[src/rtl/mole_hit_judge.sv]
// Judges each whack-a-mole round as hit, wrong press or escaped mole, and keeps
// saturating hit/miss counters plus single-cycle strobes for the score path.
module mole_hit_judge #(
    parameter int unsigned WIDTH     = 5,
    parameter int unsigned SCORE_MAX = 99
) (
    input  logic             clk,
    input  logic             reset,
    input  logic [WIDTH-1:0] mole_pattern,
    input  logic [WIDTH-1:0] button_db,
    input  logic             game_active,
    output logic             hit_pulse,
    output logic             miss_pulse,
    output logic [7:0]       score,
    output logic [7:0]       misses,
    output logic             armed
);

    localparam logic [1:0] StIdle   = 2'd0;
    localparam logic [1:0] StWait   = 2'd1;
    localparam logic [1:0] StArmed  = 2'd2;
    localparam logic [1:0] StJudged = 2'd3;

    localparam logic [7:0] ScoreMax = SCORE_MAX[7:0];

    logic [1:0]       state_q, state_d;
    logic [WIDTH-1:0] btn_q, pat_q;
    logic             act_q;
    logic             hit_q, miss_q, armed_q;
    logic [7:0]       score_q, score_d, misses_q, misses_d;

    logic [WIDTH-1:0] press_edge;
    logic             chg, new_lit, hit, miss;

    always_comb begin
        press_edge = button_db & ~btn_q;
        chg        = (mole_pattern != pat_q);
        new_lit    = |mole_pattern;
        hit        = 1'b0;
        miss       = 1'b0;
        state_d    = state_q;
        score_d    = score_q;
        misses_d   = misses_q;

        case (state_q)
            StIdle: begin
                if (game_active && !act_q) begin
                    score_d  = 8'd0;
                    misses_d = 8'd0;
                    state_d  = StWait;
                end
            end
            StWait: begin
                if (chg && new_lit) state_d = StArmed;
            end
            StArmed: begin
                // Judge against pat_q, the pattern the player actually saw.
                // On the game-stop cycle only presses count, not the mole going dark.
                hit  = |(press_edge & pat_q);
                miss = !hit && ((|press_edge) || (chg && game_active));
                if (chg)      state_d = new_lit ? StArmed : StWait;
                else if (hit) state_d = StJudged;
            end
            StJudged: begin
                if (chg) state_d = new_lit ? StArmed : StWait;
            end
            default: state_d = StIdle;
        endcase

        if (hit && (score_q < ScoreMax))   score_d  = score_q + 8'd1;
        if (miss && (misses_q < ScoreMax)) misses_d = misses_q + 8'd1;

        if (!game_active) state_d = StIdle;
    end

    always_ff @(posedge clk) begin
        if (!reset) begin
            state_q  <= StIdle;
            btn_q    <= '0;
            pat_q    <= '0;
            act_q    <= 1'b0;
            hit_q    <= 1'b0;
            miss_q   <= 1'b0;
            armed_q  <= 1'b0;
            score_q  <= 8'd0;
            misses_q <= 8'd0;
        end else begin
            state_q  <= state_d;
            btn_q    <= button_db;
            pat_q    <= mole_pattern;
            act_q    <= game_active;
            hit_q    <= hit;
            miss_q   <= miss;
            armed_q  <= (state_d == StArmed);
            score_q  <= score_d;
            misses_q <= misses_d;
        end
    end

    assign hit_pulse  = hit_q;
    assign miss_pulse = miss_q;
    assign score      = score_q;
    assign misses     = misses_q;
    assign armed      = armed_q;

endmodule
[config.mk]
export PLATFORM = sky130hd
export DESIGN_NAME = mole_hit_judge
export DESIGN_NICKNAME = d
export VERILOG_FILES = /design/src/rtl/mole_hit_judge.sv
export SDC_FILE = /design/constraint.sdc
export NUM_CORES = 1
export LEC_CHECK = 0
export CAP_MARGIN = 20
export CORE_ASPECT_RATIO = 0.5
export CORE_MARGIN = 5
export CORE_UTILIZATION = 30
export DETAILED_ROUTE_END_ITERATION = 7
export SKIP_CTS_REPAIR_TIMING = 1
export SLEW_MARGIN = 10
export SYNTH_ARGS = -nofsm -noshare
export SYNTH_HDL_FRONTEND = slang
export SYNTH_SLANG_ARGS = --single-unit
[constraint.sdc]
create_clock -name clk -period 5.8 [get_ports clk]
set_input_delay 1.16 -clock clk [delete_from_list [all_inputs] [get_ports clk]]
set_output_delay 1.16 -clock clk [all_outputs]
set_load 0.02 [all_outputs]
=== Yosys cells after proc, flatten, opt, wreduce, memory -nomap -nowiden ===
Cells that the tools add are included.

* Add/subtract/negate cells: 2
* Magnitude comparators: 2
* Equal/unequal tests: 5
* Muxes and demuxes: 14
* Bitwise operators: 3
* Reductions and logical operators: 19

{| class="wikitable"
|+ Operator list
! cell !! count
|-
| 8-bit 2-to-1 mux || 4
|-
| 8-bit by 1-bit adder with 8-bit output, second input constant || 2
|-
| 8-bit by 7-bit less-than comparator with 1-bit output, second input constant || 2
|-
| 5-bit OR reduction || 3
|-
| 2-bit 2-to-1 mux || 7
|-
| 5-bit bitwise AND || 2
|-
| 2-bit case mux with 4 select lines || 1
|-
| 2-bit nonzero test || 4
|-
| 2-bit equality test, second input constant || 3
|-
| 1-bit logical AND || 6
|-
| 5-bit inequality test || 1
|-
| 5-bit NOT || 1
|-
| 2-bit AND reduction || 2
|-
| 2-bit by 1-bit equality test with 1-bit output, second input constant || 1
|-
| 1-bit zero test || 2
|-
| 2-bit zero test || 1
|-
| 1-bit 2-to-1 mux || 2
|-
| 1-bit logical OR || 1
|}

* Bits in registers: 32
* Input port bits: 13
* Output and inout port bits: 19
* Logic and storage cells: 54

=== Depth between registers and ports, before layout ===
Gate-level depths: netlist of the first run.

* Depth after elaboration: 10
* Gate-level depth with buffers: 8
* Gate-level depth less buffers: 7

=== Least setup slack after synthesis of the first run ===
Ideal clock, no wire load.

* Path type: input to register
* From: input button_db[4]
* To: register misses_q[0] (netlist: misses[0])
* Setup time: 114 ps
* Data arrival time: 2480 ps
* Required time: 5686 ps
* Setup slack: 3206 ps
* Cell stages on the path: 7
* Path buffers: 1
* Path through: nor2b_1 > a221o_1 > nor2_1 > o211ai_1 > and3_1 > buf_2 > a21o_1

* Cells in the longest elaborated chain, start to end: 9
* Elaborated cells between the ends (all ways): 13
* Those cells by class: mux (2); bitwise (2); reduce/logical (9)

{| class="wikitable"
|+ Ends and longest elaborated chain
! element !! RTL line !! source
|-
| start: declaration || 10 || <nowiki>input logic [WIDTH-1:0] button_db,</nowiki>
|-
| 5-bit bitwise AND (*) || 36 || <nowiki>press_edge = button_db & ~btn_q;</nowiki>
|-
| 5-bit bitwise AND || 59 || <nowiki>hit = |(press_edge & pat_q);</nowiki>
|-
| 5-bit OR reduction || 59 ||
|-
| 1-bit zero test || 60 || <nowiki>miss = !hit && ((|press_edge) || (chg && game_active));</nowiki>
|-
| 1-bit logical AND (*) || 60 ||
|-
| 1-bit 2-to-1 mux (*) || 45 || <nowiki>case (state_q)</nowiki>
|-
| 1-bit logical AND (*) || 71 || <nowiki>if (miss && (misses_q < ScoreMax)) misses_d = misses_q + 8'd1;</nowiki>
|-
| 2-bit nonzero test (no source line) || n/a ||
|-
| 2-bit AND reduction (no source line) || n/a ||
|-
| end signal: assignment || 96 || <nowiki>misses_q <= misses_d;</nowiki>
|-
| end: declaration || 30 || <nowiki>logic [7:0] score_q, score_d, misses_q, misses_d;</nowiki>
|}

Every way passes the cells marked *; elsewhere a longest branch is shown, timed or not.
A chain may end at the register's enable or synchronous reset.

==> results.toml, run 1 <==
[power_and_ir_drop]
p_int_mw = 0.326
seqPwrFrac_pct = 53.4
power_density_nw_per_um2 = 226
leakage_nw = 0.709
ir_worst_vdd_mv = 0.0707
power.share.combinational_pct = 8.9
clkPwrFrac_pct = 37.7
p_sw_mw = 0.101
swShare_pct = 23.8

[setup_path]
cp_data_arrival_time_ns = 3.26
r2r-start = "score[0]$_SDFFE_PN0P_"
cp-end-kind = "flop"
worstPathRequired_ns = 6.04
r2r_setup_slack_ns = 3.60
path_max_fanout = 24
crit_end = "misses[2]$_SDFFE_PN0P_"
cp-startpoint = "reset"
rr_worst_depth = 7
regToRegEndpoint = "score[3]$_SDFFE_PN0P_"
start_kind = "input pin"
critPathKind = "in -> reg"

[cts]
cts_tree = "done"
cts_num_sinks = 32
clkTransAtPathRegs_ns = 0.06
insertion_delay_ns = 0.29
clockBufferDepth = 2
h-tree-depth = 2
clockRootBuffer = "clkbuf_8"
cts_buffers = 5

[sta]
rsz0062_at_grt = "false"
worst_slack_ns = 2.78
setup_viol = 0
relSlewSlack_pct = 53.3
fmax_mhz = 331
tightest_slew_ns = 0.698
finalHoldViolations = 0
slew_viol_final = 0
min_period_ns = 3.02
fin_setup_tns_ns = 0
period_share_pct = 52.0
fin_worst_skew_ns = 0.00670

[yosys]
yosysSeqAreaShare_pct = 44.3
synth.most_common_cell = "dfxtp_1"
ys_ff_latch = 32
async_reset_ff_share_pct = 0
ys.flop_type = "dfxtp_1"
synth.distinct_cells = 43
netlist.top_cell.by_area = "dfxtp_1"
syn_avg_cell_area_sq_um = 8.98
synthTopCellsByCount = "dfxtp_1 (32), nor2_1 (14), and2_1 (12)"
syn_area_sq_um = 1450
syn_inst = 161
yosys_warnings = 0
synth-edff-count = 0
synth_top_area_share_pct = 44.3
synth.area.top_cells = "dfxtp_1 (44%), and2_1 (5.2%), nor2_1 (3.6%), nor2b_1 (3.0%), a21oi_1 (2.8%)"
synth_nets = 176

[final_layout]
drive_gt1_share_pct = 7.73
diodes = 0
layout.nets = 209
fin_area_sq_um = 1890
fin_util_pct = 41.7
area_growth_syn_to_layout_pct = 30.6

[placement]
numPortBuffers = 31
place_ws_ns = 2.54
gp_congestion = 0.741
placed_cell_area_sq_um = 1810
dp_hpwl_mm = 2.27

[floorplan]
die-width_microns = 108
die-area_sq_um = 6390
num_io_pins = 32
die_h_microns = 59.1
rows = 17
initial_utilization_pct = 31.9
core_area_sq_um = 4530

[routing]
drt_iter0_markers = 60
routed_wl_mm = 3.14
via_per_inst = 4.69
ant_nets = 0
drc_errors = 0
drt_pre_antenna_iters = 4
num_vias = 1220
post_drt_wl_per_cell_microns = 12.1

[min_path]
worstHoldPathType = "reg -> reg"

[status]
status = "finished clean"

[grt]
grt_max_degree = 25
grt_pass1_vias = 1215
grt_usage_pct = 10.8
grt.overflow.total = 0
grt_antenna_before_repair = 0
grt_pass1_wl_mm = 5.39

[flow_run]
maxCapViolCount = 0
==> sequential cells by signal, summed over array words and instances (netlist names) <==
register    flops
miss_pulse      1
btn_q           5
misses          8
pat_q           5
hit_pulse       1
state_q         2
armed           1
act_q           1
score           8
==> worst min-delay path by stage <==
stage	startpoint	to	slack (ns)	cells past startpoint
floorplan	state_q[1]$_SDFF_PN0_	hit_pulse$_SDFF_PN0_	0.51	2
global placement	score[2]$_SDFFE_PN0P_	score[2]$_SDFFE_PN0P_	0.50	1
detailed placement	score[7]$_SDFFE_PN0P_	score[7]$_SDFFE_PN0P_	0.51	1
CTS	score[7]$_SDFFE_PN0P_	score[7]$_SDFFE_PN0P_	0.52	1
global route	score[7]$_SDFFE_PN0P_	score[7]$_SDFFE_PN0P_	0.53	1
finish	score[7]$_SDFFE_PN0P_	score[7]$_SDFFE_PN0P_	0.52	1
==> routing by layer <==
metal / global-route usage [%] / vias up / routed length [microns]
met5: 0 / - / 0
met1: 13.0 / 567 / 1560
met3: 3.59 / 6 / 129
li1: - / 629 / -
met4: 6.47 / 0 / 74
met2: 17.0 / 18 / 1380
==> cells in the final DEF (no fill, tap or decap), drive strengths merged, types with 2 or more instances in the layout <==
cell	synthesis	final
xor2	4	4
nor4	2	2
ha	2	2
nand3	6	6
or2	4	4
o21ai	7	7
nand2b	5	5
o2bb2ai	2	2
a311oi	4	4
nand2	9	9
nor2	14	14
or4	2	2
a21boi	5	5
clkbuf	3	6
dfxtp	32	32
inv	4	4
and3	4	4
o211ai	2	2
xnor2	3	3
nor2b	7	7
a21o	4	4
a21oi	8	8
and2	13	13
clkdlybuf4s50	0	31
==> metrics by stage <==
stage	hold slack [ns]	instances	power (mW)
floorplan	0.514	161	0.255
global placement	0.498	253	0.271
detailed placement	0.507	253	0.271
CTS	0.517	260	0.435
global route	0.528	260	0.451
finish	0.516	260	0.427
==> layout make-up <==
class	instances	area [sq um]
Fill cell	471	2640
Clock inverter	1	5.00
Sequential cell	32	641
Clock buffer	6	72.6
Multi-Input combinational cell	120	763
Tap cell	66	82.6
Timing Repair Buffer	31	310
Inverter	4	15.0
==> power groups by stage <==
stage / combinational (mW) / clock (mW) / sequential, mW
6_report: 0.0380 / 0.161 / 0.228
5_1_grt: 0.0422 / 0.180 / 0.229
4_1_cts: 0.0383 / 0.168 / 0.228
3_5_place_dp: 0.0381 / 0 / 0.233
3_3_place_gp: 0.0379 / 0 / 0.233
2_1_floorplan: 0.0221 / 0 / 0.233
==> critical path, cell delays in order <==
cell	delay [ns]
clkdlybuf4s50_1	0.92
nand3b_1	0.26
a311oi_1	0.36
o211ai_1	0.28
a21oi_1	0.19
a21o_1	0.09
==> cell families (layout without fill, tap and decap cells) <==
| group | count (synthesis) | in the layout | share of synthesized area (%) |
|---|---|---|---|
| simple gates | 74 | 74 | 28.5 |
| fa+ha+maj | 2 | 2 | 1.73 |
| flops | 32 | 32 | 44.3 |
| compound gates | 37 | 37 | 18.3 |
| xor+xnor | 7 | 7 | 4.24 |
| buf+inv | 9 | 42 | 2.94 |
No activity file was read; power rests on OpenSTA's default activity.
==> inputs of run 2 (changes only) <==
clock period = 3 ns   (was 5.8 ns; I/O delays follow)
==> run 2 against run 1 <==
Effect of this change: global-route usage down 0.71 points; sequential power rose by 93%; combinational power increased by 96%; design area increased by 1.6%; register-to-register slack worse by 2.8 ns; wire length decreased by 3.0%; highest routed layer unchanged.
==> results.toml, run 2 (synthesis results as in run 1) <==
[power_and_ir_drop]
finalPower_mw = 0.859
power_density_nw_per_um2 = 447
leakage_nw = 0.727
ir_worst_vdd_mv = 0.147

[setup_path]
path_max_fanout = 6
critPathKind = "in -> reg"
start_kind = "input pin"
worstPathRequired_ns = 3.18
cp-end-kind = "flop"
cp_data_arrival_time_ns = 2.63

[grt]
grt_max_degree = 24
grt_antenna_before_repair = 0
grt_usage_pct = 10.1
grt_pass1_wl_mm = 5.03
grt_pass1_vias = 1140
grt.overflow.total = 0

[placement]
dp_hpwl_mm = 2.27
gp_congestion = 0.764
place_ws_ns = 0.293
placed_cell_area_sq_um = 1830
numPortBuffers = 31
dp.cells = 255

[final_layout]
area_growth_syn_to_layout_pct = 32.7
nFillCells = 460
fin_area_sq_um = 1920
drive_gt1_share_pct = 9.64
fin_util_pct = 42.4
diodes = 0
final_cell_mix = "dfxtp_1 (32), clkdlybuf4s50_1 (31), nor2_1 (14)"
layout.nets = 211
final_common_cell = "dfxtp_1"
stdcell_count = 263

[sta]
fin_worst_skew_ns = 0.00553
finalHoldViolations = 0
period_share_pct = 81.8
worst_slack_ns = 0.545
fin_setup_tns_ns = 0
relSlewSlack_pct = 66.4
fmax_mhz = 407
rsz0062_at_grt = "false"
setup_viol = 0
min_period_ns = 2.46
hold_ws_ns = 0.511
slew_viol_final = 0
tightest_slew_ns = 0.502

[floorplan]
num_io_pins = 32
die-area_sq_um = 6390
die_h_microns = 59.1
core_area_sq_um = 4530
initial_utilization_pct = 31.9
rows = 17
die-width_microns = 108

[status]
status = "finished clean"

[cts]
cts_num_sinks = 32
clockBufferDepth = 2
cts_buffers = 5
clockRootBuffer = "clkbuf_8"
cts_tree = "done"
h-tree-depth = 2
clkTransAtPathRegs_ns = 0.07
insertion_delay_ns = 0.28

[routing]
num_vias = 1217
post_drt_wl_per_cell_microns = 11.6
via_per_inst = 4.63
drt_pre_antenna_iters = 4
drc_errors = 0
routed_wl_mm = 3.04
drt_iter0_markers = 47
ant_nets = 0

[flow_run]
maxCapViolCount = 0

[min_path]
worstHoldPathType = "reg -> reg"
run 2: final cells by class:
cell class | count | area, sq um | share of cell area [%]
Clock buffer | 6 | 82.6 | 4.30
Clock inverter | 2 | 10.0 | 0.522
Inverter | 4 | 15.0 | 0.782
Multi-Input combinational cell | 120 | 763 | 39.8
Sequential cell | 32 | 641 | 33.4
Tap cell | 66 | 82.6 | 4.30
Timing Repair Buffer | 33 | 325 | 16.9
run 2: critical path, stage by stage:
cell and delay (ns):
clkdlybuf4s50_1 0.45, xor2_1 0.16, nor4_1 0.45, a21boi_0 0.25
o211ai_1 0.48, a21oi_1 0.08, a21o_1 0.17
run 2: final timing paths:
check / start / to / slack [ns] / cells past startpoint
setup / recovery: mole_pattern[3] / misses[2]$_SDFFE_PN0P_ / 0.54 / 7
hold / removal: score[2]$_SDFFE_PN0P_ / score[2]$_SDFFE_PN0P_ / 0.51 / 1
setup reg to reg: misses[0]$_SDFFE_PN0P_ / misses[2]$_SDFFE_PN0P_ / 0.77 / 6
hold reg to reg: score[2]$_SDFFE_PN0P_ / score[2]$_SDFFE_PN0P_ / 0.51 / 1
run 2: metal layers:
metal / vias to the layer above / share of wire, % / global-route usage (%)
met2: 24 / 43 / 15.8
met4: 0 / 2.0 / 5.94
met3: 7 / 4.6 / 3.05
li1: 634 / - / -
met5: - / 0 / 0
met1: 552 / 50 / 12.5
run 2: where the power goes:
part           leakage [nW]  switching [mW]  internal [mW]  total, mW
Clock                0.0510           0.161          0.183      0.343
Sequential            0.261         0.00574          0.435      0.441
Combinational         0.415          0.0367         0.0378     0.0745
==> inputs of run 3 (changes only) <==
clock period = 2.2 ns   (was 3 ns; I/O delays follow)
==> run 3 against run 2 <==
Effect of this change: final cell count grew 6.1%; design area grew 6.5%; sequential power grew 36%; wire length grew 7.2%; die area is the same; power grew 32%; clock-buffer cell count is the same; via count grew 4.6%; first-iteration DRC count grew 13%; register-to-register slack lost 0.68 ns; non-clock buffer count grew 17; combinational power grew 62%; critical path type is now reg -> reg; critical endpoint is now score[5]$_SDFFE_PN0P_; largest power group unchanged.
==> results.toml, run 3 (synthesis results as in run 1) <==
[routing]
drc_errors = 0
post_drt_wl_per_cell_microns = 11.7
drt_iter0_markers = 53
drt_pre_antenna_iters = 4
routed_wl_mm = 3.26
num_vias = 1273
via_per_inst = 4.56
ant_nets = 0

[min_path]
worstHoldPathType = "reg -> reg"
hp-start = "score[2]$_SDFFE_PN0P_"
hold_depth = 1

[final_layout]
stdcell_count = 279
fin_util_pct = 45.1
area_growth_syn_to_layout_pct = 41.3
final_common_cell = "dfxtp_1"
layout.nets = 228
final_cell_mix = "dfxtp_1 (32), clkdlybuf4s50_1 (31), buf_4 (19)"
diodes = 0
fin_area_sq_um = 2040
drive_gt1_share_pct = 17.4
nFillCells = 453

[setup_path]
critPathKind = "reg -> reg"
r2r-start = "score[1]$_SDFFE_PN0P_"
crit_cells = 7
path_delay_family = "simple AND/OR/NAND/NOR gates"
cp-end-kind = "flop"
path_max_fanout = 11
critPathSlowestCell = "or4_1"
rr_worst_depth = 7
start_kind = "flop"
worstPathRequired_ns = 2.40
cp_data_arrival_time_ns = 2.30
cp_cell_sequence = "ha_1, or4_1, a311oi_2, o21ai_2, buf_4, or3_1, a21boi_0"
max_stage_delay_ns = 0.43
critical_path_buf_inv_count = 1
cp-startpoint = "score[1]$_SDFFE_PN0P_"

[cts]
clockBufferDepth = 2
h-tree-depth = 2
cts_buffers = 5
insertion_delay_ns = 0.27
cts_tree = "done"
cts_num_sinks = 32
clkTransAtPathRegs_ns = 0.06
clockRootBuffer = "clkbuf_8"

[floorplan]
rows = 17
num_io_pins = 32
core_area_sq_um = 4530
die_h_microns = 59.1
die-area_sq_um = 6390
die-width_microns = 108
initial_utilization_pct = 31.9

[grt]
grt.overflow.total = 0
grt_antenna_before_repair = 0
grt_pass1_wl_mm = 5.52
grt_pass1_vias = 1221
grt_usage_pct = 11.0
grt_max_degree = 24

[sta]
min_period_ns = 2.11
slew_viol_final = 0
tightest_slew_ns = 0.366
relSlewSlack_pct = 75.0
period_share_pct = 95.7
finalHoldViolations = 0
fin_worst_skew_ns = 0.00611
setup_viol = 0
fmax_mhz = 475
fin_setup_tns_ns = 0
rsz0062_at_grt = "false"

[flow_run]
maxCapViolCount = 0

[power_and_ir_drop]
p_sw_mw = 0.260
swShare_pct = 22.9
ir_worst_vdd_mv = 0.217
leakage_nw = 0.803
finalPower_mw = 1.13
power_density_nw_per_um2 = 555
power.share.combinational_pct = 10.6
seqPwrFrac_pct = 53.0
clkPwrFrac_pct = 36.4
p_int_mw = 0.874

[status]
status = "finished clean"

[placement]
dp_hpwl_mm = 2.49
numPortBuffers = 31
dp.cells = 272
gp_congestion = 0.738
placed_cell_area_sq_um = 1950
-- run 3: power groups by stage --
stage                     logic [mW]  registers, mW  clock network [mW]
after floorplan               0.0582          0.614                   0
after global placement         0.119          0.614                   0
after detailed placement       0.120          0.614                   0
after CTS                      0.121          0.601               0.426
after global routing           0.134          0.602               0.453
final                          0.121          0.601               0.413
-- run 3: final cells by class --
| type | count | area [sq um] | area share [%] |
|---|---|---|---|
| inverters | 4 | 15.0 | 0.735 |
| clock buffers | 6 | 72.6 | 3.55 |
| multi-input cells | 120 | 774 | 37.9 |
| well taps | 66 | 82.6 | 4.04 |
| clock inverters | 1 | 5.00 | 0.245 |
| repair buffers | 50 | 453 | 22.2 |
| flip-flops and latches | 32 | 641 | 31.4 |
-- run 3: final timing paths --
| path | endpoint | slack, ns |
|---|---|---|
| max | score[5]$_SDFFE_PN0P_ | 0.09 |
| min | score[2]$_SDFFE_PN0P_ | 0.50 |
| max reg2reg | score[5]$_SDFFE_PN0P_ | 0.09 |
| min reg2reg | score[2]$_SDFFE_PN0P_ | 0.50 |
-- run 3: per-layer routing --
layer	GRT usage, %	vias to the layer above	wire length, microns
met5	0	-	0
li1	-	665	-
met3	3.26	4	106
met1	14.4	586	1690
met2	17.5	18	1440
met4	3.78	0	27
-- run 3: through the flow --
| stage | hold WS (ns) | setup slack [ns] |
|---|---|---|
| detailed placement | 0.492 | -0.214 |
| CTS | 0.505 | 0.0175 |
| global placement | 0.484 | -0.182 |
| floorplan | 0.514 | 0.0879 |
| global route | 0.517 | 0.00592 |
| finish | 0.502 | 0.0945 |
